File: config.mk
export PLATFORM = sky130hd
export DESIGN_NAME = time_of_day
export DESIGN_NICKNAME = d
export VERILOG_FILES = /design/src/rtl/time_of_day.sv
export SDC_FILE = /design/constraint.sdc
export NUM_CORES = 1
export LEC_CHECK = 0
export CAP_MARGIN = 20
export CORE_ASPECT_RATIO = 0.75
export CORE_UTILIZATION = 59
export CTS_BUF_LIST = sky130_fd_sc_hd__clkbuf_8
export DETAILED_ROUTE_END_ITERATION = 16
export GPL_TIMING_DRIVEN = 0
export PLACE_DENSITY = 0.93
export SYNTH_ARGS = -nofsm -noshare
export SYNTH_HDL_FRONTEND = slang
export SYNTH_SLANG_ARGS = --single-unit
File: constraint.sdc
create_clock -name clk -period 2.6 [get_ports clk]
set_clock_uncertainty 0.05 [all_clocks]
set_input_delay 0.26 -clock clk [delete_from_list [all_inputs] [get_ports clk]]
set_output_delay 0.26 -clock clk [all_outputs]
set_load 0.03 [all_outputs]
File: src/rtl/time_of_day.sv
// 24-hour BCD time-of-day counter driven by a clk prescaler, with edge-detected
// hour/minute set buttons and a registered one-cycle strobe per second.
module time_of_day #(
  parameter int TICK_DIV = 50_000_000
) (
  input  logic       clk,
  input  logic       reset,
  input  logic       enable,
  input  logic       incHour,
  input  logic       incMin,
  output logic [3:0] hMSD,
  output logic [3:0] hLSD,
  output logic [3:0] mMSD,
  output logic [3:0] mLSD,
  output logic [3:0] sMSD,
  output logic [3:0] sLSD,
  output logic       secTick
);

  localparam int W = (TICK_DIV > 2) ? $clog2(TICK_DIV) : 1;
  localparam logic [W-1:0] PRESC_MAX = W'(TICK_DIV - 1);

  logic [W-1:0] presc_q, presc_d;
  logic         inc_hour_q, inc_min_q;
  logic [3:0]   h_msd_q, h_lsd_q, m_msd_q, m_lsd_q, s_msd_q, s_lsd_q;
  logic [3:0]   h_msd_d, h_lsd_d, m_msd_d, m_lsd_d, s_msd_d, s_lsd_d;
  logic         sec_tick_q, sec_tick_d;
  logic         hour_edge, min_edge, tick;

  // Returns {msd, lsd} advanced by one within 00..59.
  function automatic logic [7:0] inc60(input logic [3:0] msd, input logic [3:0] lsd);
    if (lsd != 4'd9)      return {msd, lsd + 4'd1};
    else if (msd != 4'd5) return {msd + 4'd1, 4'd0};
    else                  return 8'h00;
  endfunction

  function automatic logic is59(input logic [3:0] msd, input logic [3:0] lsd);
    return (msd == 4'd5) && (lsd == 4'd9);
  endfunction

  // Returns {msd, lsd} advanced by one within 00..23.
  function automatic logic [7:0] inc24(input logic [3:0] msd, input logic [3:0] lsd);
    if (msd == 4'd2 && lsd == 4'd3) return 8'h00;
    else if (lsd == 4'd9)           return {msd + 4'd1, 4'd0};
    else                            return {msd, lsd + 4'd1};
  endfunction

  always_comb begin
    hour_edge  = incHour & ~inc_hour_q;
    min_edge   = incMin & ~inc_min_q;
    tick       = enable && (presc_q == PRESC_MAX);

    presc_d    = presc_q;
    sec_tick_d = 1'b0;
    h_msd_d    = h_msd_q;
    h_lsd_d    = h_lsd_q;
    m_msd_d    = m_msd_q;
    m_lsd_d    = m_lsd_q;
    s_msd_d    = s_msd_q;
    s_lsd_d    = s_lsd_q;

    if (min_edge)    presc_d = '0;
    else if (enable) presc_d = tick ? '0 : presc_q + W'(1);

    // Set edges take priority over the tick and never carry between fields.
    if (hour_edge || min_edge) begin
      if (hour_edge) {h_msd_d, h_lsd_d} = inc24(h_msd_q, h_lsd_q);
      if (min_edge) begin
        {m_msd_d, m_lsd_d} = inc60(m_msd_q, m_lsd_q);
        s_msd_d = 4'd0;
        s_lsd_d = 4'd0;
      end
    end else if (tick) begin
      sec_tick_d = 1'b1;
      {s_msd_d, s_lsd_d} = inc60(s_msd_q, s_lsd_q);
      if (is59(s_msd_q, s_lsd_q)) begin
        {m_msd_d, m_lsd_d} = inc60(m_msd_q, m_lsd_q);
        if (is59(m_msd_q, m_lsd_q)) {h_msd_d, h_lsd_d} = inc24(h_msd_q, h_lsd_q);
      end
    end
  end

  always_ff @(posedge clk or posedge reset) begin
    if (reset) begin
      presc_q    <= '0;
      inc_hour_q <= 1'b0;
      inc_min_q  <= 1'b0;
      h_msd_q    <= 4'd0;
      h_lsd_q    <= 4'd0;
      m_msd_q    <= 4'd0;
      m_lsd_q    <= 4'd0;
      s_msd_q    <= 4'd0;
      s_lsd_q    <= 4'd0;
      sec_tick_q <= 1'b0;
    end else begin
      presc_q    <= presc_d;
      inc_hour_q <= incHour;
      inc_min_q  <= incMin;
      h_msd_q    <= h_msd_d;
      h_lsd_q    <= h_lsd_d;
      m_msd_q    <= m_msd_d;
      m_lsd_q    <= m_lsd_d;
      s_msd_q    <= s_msd_d;
      s_lsd_q    <= s_lsd_d;
      sec_tick_q <= sec_tick_d;
    end
  end

  assign hMSD    = h_msd_q;
  assign hLSD    = h_lsd_q;
  assign mMSD    = m_msd_q;
  assign mLSD    = m_lsd_q;
  assign sMSD    = s_msd_q;
  assign sLSD    = s_lsd_q;
  assign secTick = sec_tick_q;

endmodule

==> results.cfg, run 1 <==
[clock_tree]
ctsHoldBuffers = 0
clkSinkCount = 53
clock_latency_ns = 0.31
post_cts_resized = 0
cts_setup_buffers = 0
cts_buffer_depth = 2
cts-buffers-inserted = 5
clk_pin_slew_ns = 0.10
cts_tree = yes
cts_root_buf = clkbuf_8
cts_htree_levels = 2

[critical_path]
crit_fanout = 10
arrival_ns = 2.53
cp-start-kind = input port
required_ns = 2.75
end_kind = flop
crit_type = in2reg

[sta]
hold_violations = 0
fmax_mhz = 421
finalMaxSlewViolations = 0
relSlewSlack_pct = 44.4
min_period_ns = 2.38
rsz0062_at_grt = false
finalCritPeriodShare_pct = 91.5
finalSetupViolations = 0
worstMarginPinSlew_ns = 0.828

[die]
die_h_um = 64.0
die_w_um = 84.7
start_util_pct = 61.7
dieArea_um2 = 5420
io_pins = 30
fp-row-count = 22
core_area_um2 = 4900

[grt]
antenna_found_initial = 0
grt_max_degree = 43
grt_overflow = 0
grt_use_total_pct = 27.4
grt_pass1_wl_um = 11700
grt_pass1_vias = 2476

[finish]
area_growth_pct = 15.7
mostFrequentLayoutCell = dfrtp_1
drive_gt1_share_pct = 7.48
multi_input_area_um2 = 1600
regArea_um2 = 1330
final_nets = 374
diodes = 0
fillers = 372
fin_util_pct = 71.4
mostFrequentLayoutCells = dfrtp_1 (53), clkdlybuf4s50_1 (29), nor2_1 (28), nand2_1 (24), nand3_1 (21)

[drt]
drt-total-wl_um = 6770
dr.pass1.iters = 13
drt-initial-drc-count = 176
vias = 2597
drc = 0
viasPerCell = 6.17
detail-route-antenna-nets = 0
wl_per_cell_um = 16.1

[logic_synthesis]
synthFlopType = dfrtp_1
synth_top_family_by_area = simple AND/OR/NAND/NOR gates
synthDistinctLibCells = 53
synth_xor_area_share_pct = 6.08
synth_compound_area_share_pct = 12.7
synth-simple-area-share_pct = 27.3
synthCells = 323
yosysSeqAreaShare_pct = 43.8
synth_area_um2 = 3030
synth_edf_count = 0
synth_mux_area_share_pct = 2.89
synth-adder-area-share_pct = 3.72
synth_seq_cells = 53
synth.avg_cell_area_um2 = 9.37
async_flop_share_pct = 100
syn-num-nets = 337
yosys_warnings = 0

[power]
p_comb_share_pct = 36.3
totalPowerFinal_mw = 2.50
pwr-share-seq_pct = 45.5
intPower_mw = 1.54
pwr-share-clk_pct = 18.3
swShare_pct = 38.6
p_sw_mw = 0.967
p_leak_nw = 1.50
p_per_area_nw_per_um2 = 716
ir_drop_v = 0.000632

[hold_path]
hold_path_class = in2async

[placement]
place.gp.congestion = 0.897
dp_hpwl_um = 4930
port_buffers = 29

[run]
max_cap_viol_count = 0

[run_status]
status = finished, final reports clean
[final cells by class]
type | instances | share of cell area, %
Clock buffer | 5 | 1.97
Clock inverter | 3 | 0.393
Inverter | 16 | 1.72
Buffer | 11 | 1.32
Tap cell | 60 | 2.15
Multi-Input combinational cell | 243 | 45.7
Sequential cell | 53 | 37.9
Timing Repair Buffer | 30 | 8.87
[worst max-delay path, stage by stage]
cell and delay (ns):
clkdlybuf4s50_1 0.56, clkbuf_1 0.35, inv_1 0.17, a211oi_1 0.71, nand3_1 0.21, xnor2_1 0.20
nor2_1 0.07
[through the flow]
stage	hold slack, ns	setup TNS (ns)	cell area, um2	worst slack (ns)	cells
after floorplan	0.241	0	3030	0.365	323
after global placement	0.438	-0.00284	3390	-0.00284	412
after detailed placement	0.459	-0.468	3410	-0.134	413
after CTS	0.150	0	3490	0.0644	421
after global routing	0.156	0	3500	0.00950	421
final	0.138	0	3500	0.222	421
[power by group through the flow]
stage	sequential [mW]	combinational [mW]	clock [mW]
5_1_grt	1.17	0.978	0.492
4_1_cts	1.13	0.911	0.459
3_5_place_dp	1.15	0.905	0
2_1_floorplan	1.35	0.345	0
6_report	1.14	0.908	0.458
3_3_place_gp	1.14	0.871	0
[flip-flops by register name, indices dropped and copies added (netlist names)]
name        cells
sMSD            4
hLSD            4
inc_min_q       1
hMSD            4
secTick         1
mLSD            4
inc_hour_q      1
mMSD            4
presc_q        26
sLSD            4
[kinds of logic (layout without fill, tap and decap cells)]
logic type,after synthesis,in the layout
and+or+nand+nor,145,145
buffers and inverters,27,65
AOI/OAI and AO/OA,60,60
muxes,8,8
adders and majority gates,9,9
xor gates and xnor gates,21,21
DFF,53,53
[synth_stat cells (all sizes together), types with 3 or more instances]
library cell / n / area (um2)
o21ai: 16 / 80.1
and3: 7 / 43.8
a211oi: 3 / 22.5
or3: 9 / 56.3
buf: 3 / 15.0
nor3: 8 / 40.0
and4: 4 / 35.0
nor4: 6 / 58.8
nand2: 24 / 90.1
mux2: 6 / 67.6
dfrtp: 53 / 1330
or4: 4 / 30.0
a21oi: 18 / 90.1
xnor2: 9 / 78.8
ha: 9 / 113
nand3: 22 / 115
nand2b: 3 / 18.8
xor2: 12 / 105
nor4bb: 3 / 30.0
clkbuf: 8 / 30.0
a21o: 3 / 22.5
nor2b: 5 / 31.3
inv: 16 / 60.1
nor2: 28 / 105
and2: 3 / 18.8
a211o: 4 / 35.0
nand4: 8 / 62.6
[routing by layer]
metal  up-vias  global-route usage [%]  wire [um]
li1       1235                       -          -
met1      1275                    39.4       3260
met2        79                    42.4       3050
met3         8                    4.78        371
met4         0                    9.11         87
met5         -                       0          0
[final timing paths]
path / end / depth (start not counted) / slack (ns) / startpoint
min in group clk: inc_hour_q / 1 / 0.38 / incHour
setup reg to reg: hLSD[2] / 7 / 0.23 / sLSD[1]
setup / recovery: presc_q[16] / 7 / 0.22 / enable
hold reg to reg: mMSD[3] / 1 / 0.47 / mMSD[3]
hold / removal: sLSD[3] / 2 / 0.14 / reset
max in group asynchronous: presc_q[25] / 3 / 1.86 / reset
No activity file was read; power rests on OpenSTA's default activity.
==> run 2, diff against run 1 <==
CAP_MARGIN = 0   (was 20)
==> results of run 2 <==
The final DEF is identical to that of run 1; final timing and power are the same.
